**src/rtl/hazard_scoreboard_pkg.sv**
```systemverilog
// Shared types for the hazard scoreboard: stage tags, forwarding encodings and register compare.
// The tag structs are sized by REG_ADDR_W here; override it together with the top parameter.
package hazard_pkg;

  localparam int unsigned REG_ADDR_W = 5;

  localparam logic [1:0] FWD_RF = 2'b00;
  localparam logic [1:0] FWD_W  = 2'b01;
  localparam logic [1:0] FWD_M  = 2'b10;

  typedef struct packed {
    logic [REG_ADDR_W-1:0] rs;
    logic [REG_ADDR_W-1:0] rt;
    logic [REG_ADDR_W-1:0] dst;
    logic                  regWrite;
    logic                  memToReg;
    logic                  multi;
  } e_tag_t;

  typedef struct packed {
    logic [REG_ADDR_W-1:0] dst;
    logic                  regWrite;
    logic                  memToReg;
  } m_tag_t;

  typedef struct packed {
    logic [REG_ADDR_W-1:0] dst;
    logic                  regWrite;
  } w_tag_t;

  // Register 0 is hardwired zero, so it never produces a dependency.
  function automatic logic regMatch(input logic [REG_ADDR_W-1:0] src,
                                    input logic [REG_ADDR_W-1:0] dst);
    return (src != '0) && (src == dst);
  endfunction

endpackage

```
**src/rtl/hazard_scoreboard_mc_busy_counter.sv**
```systemverilog
// Countdown for a multi-cycle EX op: loads MUL_LAT-1 when the op enters E, busy while non-zero.
module mc_busy_counter #(
  parameter int unsigned MUL_LAT = 4
) (
  input  logic clk,
  input  logic reset,
  input  logic start,
  output logic busy
);

  localparam int unsigned CW = $clog2(MUL_LAT + 1);

  logic [CW-1:0] cnt;
  logic [CW-1:0] cntNext;

  always_comb begin
    cntNext = cnt;
    if (start && (MUL_LAT > 32'd1)) begin
      cntNext = CW'(MUL_LAT - 1);
    end else if (cnt != '0) begin
      cntNext = cnt - CW'(1);
    end
  end

  // busy is kept as its own flop so it leaves this block registered.
  always_ff @(posedge clk) begin
    if (reset) begin
      cnt  <= '0;
      busy <= 1'b0;
    end else begin
      cnt  <= cntNext;
      busy <= (cntNext != '0);
    end
  end

endmodule

```
**src/rtl/hazard_scoreboard.sv**
```systemverilog
// Hazard unit for the 5-stage pipeline with its own E/M/W tag pipeline and multi-cycle EX support.
// Optional perf counters are enabled with the HAZARD_PERF_CNT_EN macro.
module hazard_scoreboard #(
  parameter int unsigned REG_ADDR_W = hazard_pkg::REG_ADDR_W,
  parameter int unsigned MUL_LAT    = 4
`ifdef HAZARD_PERF_CNT_EN
  , parameter int unsigned CNT_W    = 32
`endif
) (
  input  logic                  clk,
  input  logic                  reset,
  input  logic [REG_ADDR_W-1:0] RsD,
  input  logic [REG_ADDR_W-1:0] RtD,
  input  logic [REG_ADDR_W-1:0] DstD,
  input  logic                  RegWriteD,
  input  logic                  MemtoRegD,
  input  logic                  MultiD,
  input  logic                  BranchD,
  output logic                  StallF,
  output logic                  StallD,
  output logic                  FlushE,
  output logic                  HoldE,
  output logic                  BubbleM,
  output logic                  ForwardAD,
  output logic                  ForwardBD,
  output logic [1:0]            ForwardAE,
  output logic [1:0]            ForwardBE,
  output logic [REG_ADDR_W-1:0] WriteRegW,
  output logic                  RegWriteW
`ifdef HAZARD_PERF_CNT_EN
  , output logic [CNT_W-1:0]    LwStallCnt
  , output logic [CNT_W-1:0]    BrStallCnt
  , output logic [CNT_W-1:0]    BusyCnt
`endif
);

  import hazard_pkg::*;

  localparam int unsigned TAG_W = hazard_pkg::REG_ADDR_W;

  e_tag_t dTag;
  e_tag_t eTag;
  m_tag_t mTag;
  w_tag_t wTag;

  logic busyCnt;
  logic exBusy;
  logic lwStall;
  logic branchStall;
  logic start;

  always_comb begin
    dTag          = '0;
    dTag.rs       = TAG_W'(RsD);
    dTag.rt       = TAG_W'(RtD);
    dTag.dst      = TAG_W'(DstD);
    dTag.regWrite = RegWriteD;
    dTag.memToReg = MemtoRegD;
    dTag.multi    = MultiD;
  end

  // The counter only runs while a multi-cycle op sits in E.
  assign exBusy = busyCnt & eTag.multi;

  assign lwStall = eTag.memToReg &
                   (regMatch(dTag.rs, eTag.dst) | regMatch(dTag.rt, eTag.dst));

  assign branchStall = BranchD &
    ((eTag.regWrite & (regMatch(dTag.rs, eTag.dst) | regMatch(dTag.rt, eTag.dst))) |
     (mTag.memToReg & (regMatch(dTag.rs, mTag.dst) | regMatch(dTag.rt, mTag.dst))));

  // A busy EX wins over load-use and branch stalls.
  always_comb begin
    StallF  = 1'b0;
    StallD  = 1'b0;
    FlushE  = 1'b0;
    HoldE   = 1'b0;
    BubbleM = 1'b0;
    if (exBusy) begin
      StallF  = 1'b1;
      StallD  = 1'b1;
      HoldE   = 1'b1;
      BubbleM = 1'b1;
    end else if (lwStall || branchStall) begin
      StallF = 1'b1;
      StallD = 1'b1;
      FlushE = 1'b1;
    end
  end

  // M has priority over W for the ALU operands.
  always_comb begin
    ForwardAE = FWD_RF;
    ForwardBE = FWD_RF;
    if (mTag.regWrite && regMatch(eTag.rs, mTag.dst))      ForwardAE = FWD_M;
    else if (wTag.regWrite && regMatch(eTag.rs, wTag.dst)) ForwardAE = FWD_W;
    if (mTag.regWrite && regMatch(eTag.rt, mTag.dst))      ForwardBE = FWD_M;
    else if (wTag.regWrite && regMatch(eTag.rt, wTag.dst)) ForwardBE = FWD_W;
  end

  assign ForwardAD = mTag.regWrite & regMatch(dTag.rs, mTag.dst);
  assign ForwardBD = mTag.regWrite & regMatch(dTag.rt, mTag.dst);
  assign WriteRegW = REG_ADDR_W'(wTag.dst);
  assign RegWriteW = wTag.regWrite;

  assign start = !exBusy && !FlushE && MultiD;

  mc_busy_counter #(
    .MUL_LAT(MUL_LAT)
  ) u_busy (
    .clk  (clk),
    .reset(reset),
    .start(start),
    .busy (busyCnt)
  );

  // Tag pipeline: E holds while busy, M takes bubbles while busy, W always follows M.
  always_ff @(posedge clk) begin
    if (reset) begin
      eTag <= '0;
      mTag <= '0;
      wTag <= '0;
    end else begin
      wTag.dst      <= mTag.dst;
      wTag.regWrite <= mTag.regWrite;
      if (exBusy) begin
        mTag <= '0;
      end else begin
        mTag.dst      <= eTag.dst;
        mTag.regWrite <= eTag.regWrite;
        mTag.memToReg <= eTag.memToReg;
        eTag          <= FlushE ? '0 : dTag;
      end
    end
  end

`ifdef HAZARD_PERF_CNT_EN
  // Each counter charges only the winning stall reason and saturates.
  always_ff @(posedge clk) begin
    if (reset) begin
      LwStallCnt <= '0;
      BrStallCnt <= '0;
      BusyCnt    <= '0;
    end else if (exBusy) begin
      if (BusyCnt != '1) BusyCnt <= BusyCnt + CNT_W'(1);
    end else if (lwStall) begin
      if (LwStallCnt != '1) LwStallCnt <= LwStallCnt + CNT_W'(1);
    end else if (branchStall) begin
      if (BrStallCnt != '1) BrStallCnt <= BrStallCnt + CNT_W'(1);
    end
  end
`endif

endmodule

```
**config.mk**
```make
export PLATFORM = sky130hd
export DESIGN_NAME = hazard_scoreboard
export DESIGN_NICKNAME = d
export VERILOG_FILES = /design/src/rtl/hazard_scoreboard_pkg.sv /design/src/rtl/hazard_scoreboard_mc_busy_counter.sv /design/src/rtl/hazard_scoreboard.sv
export SDC_FILE = /design/constraint.sdc
export NUM_CORES = 1
export LEC_CHECK = 0
export CORE_AREA = 4 4 89 49
export CTS_BUF_LIST = sky130_fd_sc_hd__clkbuf_4 sky130_fd_sc_hd__clkbuf_8 sky130_fd_sc_hd__clkbuf_16
export CTS_CLUSTER_DIAMETER = 40
export DETAILED_ROUTE_END_ITERATION = 6
export DIE_AREA = 0 0 93 53
export PLACE_DENSITY_LB_ADDON = 0.2
export SLEW_MARGIN = 30
export SYNTH_ARGS = -nofsm -noshare
export SYNTH_HDL_FRONTEND = slang
export SYNTH_SLANG_ARGS = --single-unit
```
**constraint.sdc**
```tcl
create_clock -name clk -period 3.1 [get_ports clk]
set_clock_uncertainty 0.2 [all_clocks]
set_input_delay 0.62 -clock clk [delete_from_list [all_inputs] [get_ports clk]]
set_output_delay 0.62 -clock clk [all_outputs]
set_load 0.01 [all_outputs]
```
==> metrics.yaml <==
logic_synthesis:
  ys_types: 27
  yosysTopAreaCell: "dfxtp_1"
  yosysSeqAreaShare_pct: 40.14
  ys_warn_count: 0
  ys_seq_elements: 35
  synthCells: 177
  syn_avg_cell_area_um2: 9.861
  netlist_area_um2: 1745
  synth_top_cells_by_area: "dfxtp_1 (40%), xnor2_1 (14%), a32o_1 (11%), xor2_1 (6.5%), and3_1 (2.9%)"
  syn-num-nets: 201
  synth_top_area_share_pct: 40.14
critical_path:
  crit_path_end_kind: "output pin"
  crit_type: "in2out"
  arrival_ns: 2.29
  cp-startpoint: "RtD[2]"
  crit_path_start_kind: "primary input"
  rrSetupSlack_ns: 0.83
  cp.required_ns: 2.28
  r2r-end: "eTag[16]"
  crit_fanout: 3
  reg2reg_depth: 7
  timing.rr.start: "mTag[2]"
power:
  clkPwrFrac_pct: 29.6
  total_power_uw: 1427
  switching_power_uw: 455.0
  switching_share_pct: 31.88
  cellPowerDensity_nw_per_um2: 601.0
  seqPwrFrac_pct: 40.9
  intPower_uw: 972.3
  comb_power_share_pct: 29.5
  p_leak_uw: 0.0009577
  peakVddDrop_mv: 0.2742
timing:
  fin_tns_setup_ns: -0.02389
  worst_pin_slew_ns: 0.8246
  hold_violations: 0
  maxSlewViolCount: 0
  slew-limit-headroom_pct: 44.97
  fin_ws_ns: -0.01200
  finalCriticalPeriod_ns: 3.112
  period_share_pct: 100.4
  fmax_mhz: 321.3
  hold_ws_ns: 0.2998
  setup_violations: 2
clock_tree:
  insertion_delay_ns: 0.29
  cts_buffer_depth: 2
  cts_buffers: 5
  clkSinkCount: 35
  cts_tree: "done"
  cts.clk_slew.worst_paths_ns: 0.07
  cts.htree.levels: 2
  cts_root_buffer: "clkbuf_8"
placement:
  port_buffers: 37
  globalplace.congestion: 0.9761
  dpl.hpwl_mm: 3.834
  pre_cts_slack_ns: -0.4890
  place_area_um2: 2208
grt:
  overflow: 0
  grt_pass1_wl_mm: 8.066
  grt_pass1_vias: 1546
  grt_max_degree: 23
  antenna_found_initial: 0
  track_usage_pct: 22.22
detailed_routing:
  wl_per_cell_um: 19.03
  via_count: 1569
  drc: 0
  drt-total-wl_mm: 5.272
  vias_per_cell: 5.664
  antenna_left: 0
  first_pass_iters: 5
  initialDrtViolationCount: 156
outcome:
  violations: "setup timing"
  outcome: "finished, violations left"
die:
  rows: 16
  die_x_um: 93
  design.core.area_um2: 3684
  start_util_pct: 47.38
  boundaryPins: 38
  die_y_um: 53
  die-area_um2: 4929
finish:
  multi_input_comb_area_um2: 997.2
  nFillCells: 301
  final_common_cell: "dfxtp_1"
  fin_area_um2: 2375
  area_delta_synth_final_pct: 36.06
  drive_above_1_share_pct: 17.94
  final_cell_mix: "dfxtp_1 (35), xnor2_1 (27), clkdlybuf4s50_1 (20), a32o_1 (19), buf_4 (15)"
  ff_latch_area_um2: 700.7
  diodes: 0
  nets: 246
worst_hold_path:
  worstHoldEndpoint: "eTag[1]"
  holdCritStartpoint: "eTag[1]"
  hold_path_class: "reg2reg"
  whs_path_depth: 1
run:
  maxCapViolCount: 0
power by group through the flow:
stage / registers [uW] / clock network, uW / logic (uW)
2_1_floorplan: 565 / 0 / 278
3_3_place_gp: 589 / 0 / 381
3_5_place_dp: 591 / 0 / 398
4_1_cts: 580 / 427 / 401
5_1_grt: 590 / 450 / 455
6_report: 583 / 422 / 422
through the flow:
step | utilization (%) | std cells
after detailed placement | 59.95 | 268
after floorplan | - | 177
final | 64.47 | 277
after CTS | 63.76 | 277
after global placement | 59.88 | 268
after global routing | 64.47 | 277
what timing repair did:
| action | in CTS | in global routing |
|---|---|---|
| hold buffers | 0 | 0 |
| pin swaps | 10 | 5 |
| buffers inserted | 1 | 0 |
| setup endpoints to repair | 6 | 3 |
| gates resized for setup | 34 | 6 |
sequential cells by signal, summed over array words and instances, names as in the netlist:
register,cells
eTag,18
mTag,7
WriteRegW,5
u_busy.cnt,3
RegWriteW,1
u_busy.busy,1
Yosys cell counts (all sizes together):
master / n
xnor2: 28
ha: 3
inv: 7
nor2b: 7
a31o: 2
nand4: 4
nand2: 4
nand3: 3
o21a: 1
a21oi: 3
and2: 2
or4: 4
dfxtp: 35
a31oi: 1
and3: 8
buf: 4
clkbuf: 10
a32o: 19
xor2: 13
o211ai: 1
nor4: 8
nor2: 9
a311oi: 1
critical path, cell delays in order:
cell	delay, ns
dlygate4sd2_1	0.27
or4_4	0.56
nor2_4	0.11
nor4_2	0.07
o211ai_1	0.26
o21a_4	0.19
nand2_2	0.07
buf_6	0.14
kinds of logic after synthesis:
family | count (synthesis) | synth area share [%]
buf+inv | 21 | 6.237
xor+xnor | 41 | 20.57
fa+ha+maj | 3 | 2.151
compound gates | 28 | 14.91
simple gates | 49 | 15.99
flops | 35 | 40.14
routing by layer:
metal  wire length, um  vias up  GRT usage (%)
li1                  -      722              -
met1              2495      764          31.68
met2              2206       77          30.51
met3               527        6          8.949
met4                43        0          5.596
met5                 0        -              0
layout make-up:
type | count | area share, %
multi-input cells | 121 | 41.99
flip-flops and latches | 35 | 29.50
repair buffers | 52 | 19.65
clock buffers | 5 | 2.898
well taps | 54 | 2.845
clock inverters | 3 | 2.002
inverters | 7 | 1.106
how the worst max path moves through the flow:
stage | end | slack, ns
4_1_cts | StallF | 0.02
6_report | StallF | -0.01
5_1_grt | StallF | -0.06
3_5_place_dp | StallF | -0.49
2_1_floorplan | StallF | 0.19
3_3_place_gp | StallD | -0.47
No activity file was read; power rests on OpenSTA's default activity.
